### config.mk
export PLATFORM = sky130hd
export DESIGN_NAME = sop_gate_array_flat
export DESIGN_NICKNAME = d
export VERILOG_FILES = /design/src/rtl/sop_gate_array_if.sv /design/src/rtl/sop_gate_array.sv /design/src/flat_wrapper.sv
export SDC_FILE = /design/constraint.sdc
export NUM_CORES = 1
export LEC_CHECK = 0
export ABC_AREA = 1
export CAP_MARGIN = 15
export CORE_UTILIZATION = 57
export CTS_BUF_LIST = sky130_fd_sc_hd__clkbuf_4
export DETAILED_ROUTE_END_ITERATION = 12
export DONT_BUFFER_PORTS = 1
export PLACE_DENSITY = 0.75
export SLEW_MARGIN = 30
export SYNTH_ARGS = -nofsm -noshare
export SYNTH_HDL_FRONTEND = slang
export SYNTH_SLANG_ARGS = --single-unit
export TNS_END_PERCENT = 30
### constraint.sdc
create_clock -name clk -period 0.8 [get_ports clk]
set_input_delay 0.24 -clock clk [delete_from_list [all_inputs] [get_ports clk]]
set_output_delay 0.24 -clock clk [all_outputs]
set_load 0.01 [all_outputs]
### src/rtl/sop_gate_array_if.sv
// sop_gate_array_if: valid/ready stream bundle for the AND-OR gate array.
// Master drives beats in and consumes results; slave is the array itself.
interface sop_gate_array_if #(
  parameter int CH    = 2,
  parameter int TERMS = 2,
  parameter int TW    = 3
);
  logic                     in_valid;
  logic                     in_ready;
  logic [CH*TERMS*TW-1:0]   in_data;
  logic                     out_valid;
  logic                     out_ready;
  logic [CH-1:0]            out_y;

  modport master (
    output in_valid,
    output in_data,
    output out_ready,
    input  in_ready,
    input  out_valid,
    input  out_y
  );

  modport slave (
    input  in_valid,
    input  in_data,
    input  out_ready,
    output in_ready,
    output out_valid,
    output out_y
  );
endinterface

### src/rtl/sop_gate_array.sv
// sop_gate_array: CH channels of masked AND-OR(-INVERT) logic.
// Two-stage valid/ready pipeline; config captured per beat at accept.
module sop_gate_array #(
  parameter int CH    = 2,
  parameter int TERMS = 2,
  parameter int TW    = 3
) (
  input  logic                clk,
  input  logic                areset_n,
  sop_gate_array_if.slave     bus,
  input  logic                cfg_we,
  input  logic [CH*TERMS-1:0] cfg_mask,
  input  logic [CH-1:0]       cfg_inv
);

  localparam int NT = CH * TERMS;

  logic [NT-1:0] mask_q;
  logic [CH-1:0] inv_q;

  logic          s1_valid;
  logic [NT-1:0] s1_terms;
  logic [CH-1:0] s1_inv;

  logic          s2_valid;
  logic [CH-1:0] s2_y;

  logic          s2_ready;
  logic          s1_adv;
  logic          in_ready;
  logic [NT-1:0] prod;
  logic [CH-1:0] y_d;

  assign s2_ready = !s2_valid || bus.out_ready;
  assign s1_adv   = s1_valid && s2_ready;
  assign in_ready = !s1_valid || s1_adv;

  assign bus.in_ready  = in_ready;
  assign bus.out_valid = s2_valid;
  assign bus.out_y     = s2_y;

  always_comb begin
    prod = '0;
    for (int i = 0; i < NT; i++) begin
      prod[i] = (&bus.in_data[i*TW +: TW]) & mask_q[i];
    end
  end

  always_comb begin
    y_d = '0;
    for (int c = 0; c < CH; c++) begin
      y_d[c] = (|s1_terms[c*TERMS +: TERMS]) ^ s1_inv[c];
    end
  end

  // A same-edge write must not reach the beat being accepted: the
  // beat samples mask_q/inv_q before this register updates.
  always_ff @(posedge clk or negedge areset_n) begin
    if (!areset_n) begin
      mask_q <= '1;
      inv_q  <= '0;
    end else if (cfg_we) begin
      mask_q <= cfg_mask;
      inv_q  <= cfg_inv;
    end
  end

  always_ff @(posedge clk or negedge areset_n) begin
    if (!areset_n) begin
      s1_valid <= 1'b0;
      s1_terms <= '0;
      s1_inv   <= '0;
    end else if (in_ready) begin
      s1_valid <= bus.in_valid;
      if (bus.in_valid) begin
        s1_terms <= prod;
        s1_inv   <= inv_q;
      end
    end
  end

  always_ff @(posedge clk or negedge areset_n) begin
    if (!areset_n) begin
      s2_valid <= 1'b0;
      s2_y     <= '0;
    end else if (s2_ready) begin
      s2_valid <= s1_valid;
      if (s1_valid) begin
        s2_y <= y_d;
      end
    end
  end

endmodule

### src/flat_wrapper.sv
// flat-port wrapper written by rule: the top's interface ports become plain ports
module sop_gate_array_flat 
#(
  parameter int CH    = 2,
  parameter int TERMS = 2,
  parameter int TW    = 3
)
  (clk, areset_n, cfg_we, cfg_mask, cfg_inv, bus_in_valid, bus_in_data, bus_out_ready, bus_in_ready, bus_out_valid, bus_out_y);
  sop_gate_array_if #(.CH(CH), .TERMS(TERMS), .TW(TW)) bus_i ();
  input  logic clk;
  input  logic areset_n;
  input  logic cfg_we;
  input  logic [CH*TERMS-1:0] cfg_mask;
  input  logic [CH-1:0] cfg_inv;
  input wire logic [$bits(bus_i.in_valid)-1:0] bus_in_valid;
  input wire logic [$bits(bus_i.in_data)-1:0] bus_in_data;
  input wire logic [$bits(bus_i.out_ready)-1:0] bus_out_ready;
  output wire logic [$bits(bus_i.in_ready)-1:0] bus_in_ready;
  output wire logic [$bits(bus_i.out_valid)-1:0] bus_out_valid;
  output wire logic [$bits(bus_i.out_y)-1:0] bus_out_y;
  assign bus_i.in_valid = bus_in_valid;
  assign bus_i.in_data = bus_in_data;
  assign bus_i.out_ready = bus_out_ready;
  assign bus_in_ready = bus_i.in_ready;
  assign bus_out_valid = bus_i.out_valid;
  assign bus_out_y = bus_i.out_y;
  sop_gate_array #(.CH(CH), .TERMS(TERMS), .TW(TW)) u_core (.clk(clk), .areset_n(areset_n), .bus(bus_i), .cfg_we(cfg_we), .cfg_mask(cfg_mask), .cfg_inv(cfg_inv));
endmodule
; Yosys cells after proc, flatten, opt, wreduce, memory -nomap -nowiden
; Index checks and enable logic that the tools add are counted.
[classes]
reduce_logical = 13
n_bitwise = 6
[ops]
columns = cell, count
row1 = $reduce_and A3 Y1, 4
row2 = $and A1 B1 Y1, 4
row3 = $reduce_and A2 Y1, 2
row4 = $reduce_or A2 Y1, 2
row5 = $logic_not A1 Y1, 2
row6 = $logic_or A1 B1 Y1, 2
row7 = $xor A1 B1 Y1, 2
row8 = $logic_and A1 B1 Y1, 1
[totals]
in_bits = 23
elab_cells = 26
register_bits = 16
out_inout_bits = 4

; Depth between registers and ports, before layout
; Gate-level depths: netlist of the first run.
[logic_depth]
ltp_word = 5
ltp_mapped = 6
depth_no_buf = 6

; Worst setup path after synthesis of the first run
; Ideal clock, no wire load.
[synth_timing]
path_type = flip-flop to flip-flop
start = register u_core.s2_valid (netlist: u_core.bus.out_valid)
end = register u_core.s2_y[0] (netlist: u_core.bus.out_y[0])
path_slack_ps = -77
synth_period_minus_slack_ps = 877
path_stages_with_launch = 6
t_arrival_ps = 760
setup_time_ps = 116
path_buffers = 0
t_required_ps = 684
path_cell_list = dfrtp_1 -> nand2_1 -> nand2_1 -> inv_1 -> nand2_1 -> nand2_1
[synth_between]
elab_chain_cells = 3
[synth_rtl]
columns = element, line_no
row1 = from (decl), sop_gate_array.sv:25  ; logic s2_valid;
row2 = from (signal assigned), sop_gate_array.sv:87  ; s2_valid <= s1_valid;
row3 = $logic_not A1 Y1, sop_gate_array.sv:34  ; assign s2_ready = !s2_valid || bus.out_ready;
row4 = $logic_or A1 B1 Y1, sop_gate_array.sv:34
row5 = $reduce_and A2 Y1 (no line), --
row6 = to (signal assigned), sop_gate_array.sv:89  ; s2_y <= y_d;
row7 = to (decl), sop_gate_array.sv:26  ; logic [CH-1:0] s2_y;
; No other way between the ends.
; A chain may end at the register's enable or synchronous reset.

; Final worst setup path of the first run
[layout_timing]
start = register u_core.s2_valid (netlist: u_core.bus.out_valid)
end = output bus_out_valid
[layout_rtl]
columns = element, line_no
row1 = to (decl), flat_wrapper.sv:19  ; output wire logic [$bits(bus_i.out_valid)-1:0] bus_out_valid;
; No word-level cell between the ends.

==> results of run 1 <==
how the worst max path moves through the flow:
| stage | endpoint | slack [ns] | cells after the start |
|---|---|---|---|
| 2_1_floorplan | u_core.s1_valid$_DFFE_PN0P_ | -0.06 | 3 |
| 3_5_place_dp | u_core.s1_inv[0]$_DFFE_PN0P_ | -0.11 | 4 |
| 3_3_place_gp | u_core.s1_terms[1]$_DFFE_PN0P_ | -0.09 | 4 |
| 4_1_cts | bus_out_valid | -0.29 | 1 |
| 6_report | bus_out_valid | -0.30 | 1 |
| 5_1_grt | bus_out_valid | -0.32 | 1 |
power by group:
part,switching (W),internal [W],leakage [nW]
clock network,0.000236,0.000175,0.0138
logic,0.000216,0.000231,0.272
registers,0.000108,0.000936,0.192
total,0.000560,0.00134,0.478
what timing repair did:
action,CTS,global route
pin swaps,1,4
endpoints found under the hold margin,16,0
setup buffers,2,1
gates cloned,1,0
resized for setup,5,12
setup endpoints to repair,15,31
hold buffers,1,0
layer usage:
metal	track usage	routed length (um)
met1	0.2685	543
met2	0.3898	766
met3	0.05814	61
met4	0.1071	17
met5	0	0
sequential cells by signal, indices dropped and copies added, names as in the netlist:
name / flops
u_core.bus.out_valid: 1
u_core.s1_inv: 2
u_core.s1_terms: 4
u_core.inv_q: 2
u_core.mask_q: 4
u_core.s1_valid: 1
u_core.bus.out_y: 2
through the flow:
stage / setup WS [ns] / instances / setup TNS [ns]
after floorplan: -0.06147 / 77 / -0.5432
after global placement: -0.09024 / 96 / -0.6406
after detailed placement: -0.1061 / 96 / -0.7873
after CTS: -0.2859 / 103 / -3.837
after global routing: -0.3215 / 104 / -2.573
final: -0.2980 / 104 / -1.991
placed cells by master (no fill, tap or decap), drive strengths merged:
master	instances
o21ai	2
inv	4
nand3	8
clkbuf	3
nor2	6
mux2	6
nand2	35
buf	9
dfstp	4
dfrtp	12
dlymetal6s4s	1
kinds of logic (layout without fill, tap and decap cells):
| kind of cell | count (synthesis) | count (layout) | synth area share |
|---|---|---|---|
| compound gates | 2 | 2 | 0.01351 |
| simple gates | 48 | 49 | 0.2821 |
| buf+inv | 5 | 17 | 0.03547 |
| flops | 16 | 16 | 0.5473 |
| mux | 6 | 6 | 0.1216 |
area by class of cell:
class                   count  area [sq um]  share of cell area
flip-flops and latches     16         406.6              0.4452
multi-input cells          57         354.1              0.3877
repair buffers             10         95.09              0.1041
clock buffers               3         22.52             0.02466
inverters                   4         17.52             0.01918
well taps                  14         17.52             0.01918
==> flow_summary.yaml, run 1 <==
placement:
  dp_hpwl_um: 903.4
  place_congestion: 0.6744
  dpl_cell_area_sq_um: 794.5
  portBuffers: 0
timing:
  hold_viol_final: 0
  fin_crit_ns: 1.098
  slew_headroom: 0.5360
  fmax_mhz: 910.8
  setup_ws_ns: -0.2980
  setup_viol: 14
  period_share: 1.372
  maxSlewViolCount: 0
  rsz0062_at_grt: "true"
  hold_ws_ns: 0.06161
  tightest_slew_ns: 0.6961
  finalClockSkew_ns: 0.001610
yosys:
  synth_nets: 100
  syn_area_sq_um: 740.7
  ys_seq_area_frac: 0.5473
  synth_most_common_cell: "nand2_1"
  avgSynthCellArea_sq_um: 9.620
  synth-async-reset-ratio: 1.000
  synth_top_area_frac: 0.4054
  synth_seq_cells: 16
  yosys.area.top_type: "dfrtp_1"
  synth-edff-count: 0
  ys_types: 11
  synth_area_leaders: "dfrtp_1, nand2_1, dfstp_2"
  postSynthCellCount: 77
  ys_warn_count: 0
  ys.flop_type: "dfrtp_1"
  synth_commonest_cells: "nand2_1, dfrtp_1, mux2_4, nand3_1, nor2_1"
final_layout:
  design_area_sq_um: 913.4
  area_delta_synth_final_pct: 23.31
  antenna_cells: 0
  drive_above_1_share: 0.3778
  final_util: 0.7900
  nets: 115
  fill_cells: 91
global_routing:
  antenna_found_initial: 0
  grt_pass1_vias: 512
  grtUsageTotal: 0.2296
  overflow: 0
  grt_pass1_wl_mm: 2.187
  grt_max_degree: 17
floorplan:
  ios: 27
  start_util: 0.6407
  die_height_um: 38.05
  die_x_um: 38.05
  core_sq_um: 1156
  die_area_sq_um: 1448
  rows: 12
outcome:
  outcome: "complete, but fails checks"
  violations: "setup timing"
critical_path:
  rr_startpoint: "u_core.bus.out_valid$_DFFE_PN0P_"
  cp.buffers_inverters: 1
  r2r_slack_ns: -0.18
  path_max_fanout: 3
  critPathLaunch: "u_core.bus.out_valid$_DFFE_PN0P_"
  end_kind: "output pin"
  rr_worst_depth: 5
  slowest_delay_ns: 0.45
  worstPathArrival_ns: 0.86
  required_ns: 0.56
  path_delay_family: "flip-flops"
  crit_type: "register to output pin"
  cp_cell_sequence: "buf_6"
  rr_endpoint: "u_core.bus.out_y[0]$_DFFE_PN0P_"
  critical_path.slowest_cell: "dfrtp_2"
  setup.worst_path.start_class: "register"
detailed_routing:
  num_vias: 570
  drtAntennaViolNets: 0
  dr.pass1.iters: 4
  wl_per_cell_um: 13.36
  totalWireLength_mm: 1.389
  post_drt_via_cell_ratio: 5.481
  route.detailed.drc: 0
  drt_iter0_markers: 15
cts:
  cts.sinks: 16
  clkSlewWorstSetupHoldPaths_ns: 0.09
  htree_levels: 1
  clockBufferDepth: 2
  cts_root_buffer: "clkbuf_4"
  cts_tree: "yes"
  clock_latency_ns: 0.28
  numCtsBuffers: 3
pwr:
  cellLeakagePower_nw: 0.4783
  vdd_drop_max_mv: 1.394
  p_total_w: 0.001901
  power_density_nw_per_um2: 2081
worst_hold_path:
  hold_path.class: "input port to async pin"
job:
  drv_cap: 0
Note: power is estimated with default switching activity, not from simulation.
==> run 2, diff against run 1 <==
--- a/config.mk
+++ b/config.mk
@@ -12,6 +12,7 @@
 export DETAILED_ROUTE_END_ITERATION = 12
 export DONT_BUFFER_PORTS = 1
 export PLACE_DENSITY = 0.75
+export REMOVE_ABC_BUFFERS = 1
 export SLEW_MARGIN = 30
 export SYNTH_ARGS = -nofsm -noshare
 export SYNTH_HDL_FRONTEND = slang
==> run 2 against run 1 <==
Effect of this change:
- critical path depth is the same
- clock skew grew 0.00059 ns
- sequential cell count unchanged
- critical endpoint is now bus_in_ready
- cell count rose by 0.96%
- the flow still finishes with violations (setup timing)
- routed wire length decreased by 8.9%
- combinational power shrank 7.8%
- largest power group unchanged
- hold slack lost 0.0052 ns
- total power shrank 2.6%
==> flow_summary.yaml, run 2 (synthesized netlist as in run 1, its figures left out) <==
outcome:
  outcome: "complete, but fails checks"
  violations: "setup timing"
timing:
  tns_ns: -2.232
  maxSlewViolCount: 0
  hold_viol_final: 0
  tightest_slew_ns: 0.6851
  hold_ws_ns: 0.05637
  setup_ws_ns: -0.2944
  setup_viol: 14
  fmax_mhz: 913.8
  finalClockSkew_ns: 0.002201
  rsz0062_at_grt: "true"
  fin_crit_ns: 1.094
  period_share: 1.368
  slew_headroom: 0.5433
cts:
  cts.sinks: 16
  clkSlewWorstSetupHoldPaths_ns: 0.08
  cts_root_buffer: "clkbuf_4"
  cts_tree: "yes"
  htree_levels: 1
  numCtsBuffers: 3
  clockBufferDepth: 2
  clock_latency_ns: 0.28
detailed_routing:
  route.detailed.drc: 0
  drtAntennaViolNets: 0
  drt_iter0_markers: 11
  totalWireLength_mm: 1.265
  post_drt_via_cell_ratio: 5.257
  num_vias: 552
  dr.pass1.iters: 4
  wl_per_cell_um: 12.05
placement:
  place_congestion: 0.6931
  dp_hpwl_um: 852.8
  placed_cells: 97
  portBuffers: 0
critical_path:
  slowest_delay_ns: 0.42
  rr_worst_depth: 5
  path_max_fanout: 5
  setup.worst_path.start_class: "register"
  rr_endpoint: "u_core.s1_terms[3]$_DFFE_PN0P_"
  rr_startpoint: "u_core.bus.out_valid$_DFFE_PN0P_"
  r2r_slack_ns: -0.21
  end_kind: "output pin"
  crit_type: "register to output pin"
  cp_cell_sequence: "nand3_4"
  critical_path.slowest_cell: "dfrtp_1"
  worstPathArrival_ns: 0.85
  required_ns: 0.56
  path_delay_family: "flip-flops"
  cp.buffers_inverters: 0
final_layout:
  drive_above_1_share: 0.3297
  nets: 116
  multi_input_area_sq_um: 341.6
  instances_no_fill: 105
  top_regs: "u_core.mask_q: 4 flops, u_core.s1_terms: 4 flops"
  fill_cells: 82
  mostFrequentLayoutCell: "nand2_1"
  antenna_cells: 0
  ff_latch_area_sq_um: 406.6
  layout_common_cells: "nand2_1, dfrtp_1"
  area_delta_synth_final_pct: 22.30
global_routing:
  grt_max_degree: 17
  grt.met2_usage: 0.3729
  busiest_layer: "met2"
  globalRouteMet1Util: 0.2656
  grt_pass1_vias: 544
  grt.met3_usage: 0.05814
  overflow: 0
  antenna_found_initial: 0
  grt_pass1_wl_mm: 2.145
  grtUsageTotal: 0.2198
floorplan:
  start_util: 0.6407
  die_x_um: 38.05
  ios: 27
  die_area_sq_um: 1448
  core_sq_um: 1156
  die_height_um: 38.05
  rows: 12
job:
  drv_cap: 0
pwr:
  power_density_nw_per_um2: 2045
  vdd_drop_max_mv: 1.211
  cellLeakagePower_nw: 0.4816
worst_hold_path:
  hold_path.class: "input port to async pin"
run 2: cell types whose count changed in the layout (fill, tap and decap cells not counted), sizes merged:
cell  previous run  this run
buf              9        10
run 2: what timing repair did:
item | CTS | global route
resized for setup | 7 | 5
cloned | 1 | 0
endpoints found under the hold margin | 16 | 0
endpoints found under the setup margin | 15 | 32
pin swaps | 1 | 0
hold buffers | 1 | 0
buffers inserted | 2 | 1
run 2: worst max-delay path by stage:
stage                                                 from                         endpoint  slack [ns]  cells past startpoint
final                          u_core.s1_valid$_DFFE_PN0P_                     bus_in_ready       -0.29                      1
after global routing      u_core.bus.out_valid$_DFFE_PN0P_                    bus_out_valid       -0.32                      1
after CTS                 u_core.bus.out_valid$_DFFE_PN0P_                    bus_out_valid       -0.30                      1
after detailed placement  u_core.bus.out_valid$_DFFE_PN0P_     u_core.s1_inv[1]$_DFFE_PN0P_       -0.10                      4
after global placement    u_core.bus.out_valid$_DFFE_PN0P_   u_core.s1_terms[3]$_DFFE_PN0P_       -0.08                      4
after floorplan           u_core.bus.out_valid$_DFFE_PN0P_  u_core.bus.out_y[0]$_DFFE_PN0P_       -0.08                      5
run 2: layout make-up:
cell class                 count  share of cell area
clock buffer                   3             0.02486
inverter                       4             0.01657
multi-input combinational     57              0.3771
sequential                    16              0.4489
tap                           14             0.01934
timing repair buffer          11              0.1133
run 2: report_power, final:
group / internal [W] / leakage, nW / switching (W)
clock network: 0.000175 / 0.0138 / 0.000229
logic: 0.000224 / 0.276 / 0.000188
registers: 0.000936 / 0.192 / 0.000100
run 2: per-layer routing:
metal / part of all wire / vias up
li1: - / 276
met5: 0 / -
met4: 0.013 / 0
met1: 0.40 / 252
met3: 0.062 / 2
met2: 0.53 / 22
run 2: metrics by stage:
step | worst slack [ns] | utilization | cell area (sq um) | power, W
after floorplan | -0.07664 | - | 729.5 | 0.001236
after global placement | -0.08164 | 0.6916 | 799.5 | 0.001316
after detailed placement | -0.1007 | 0.6916 | 799.5 | 0.001328
after CTS | -0.3043 | 0.7641 | 883.3 | 0.001829
after global routing | -0.3247 | 0.7836 | 905.9 | 0.001962
final | -0.2944 | 0.7836 | 905.9 | 0.001852
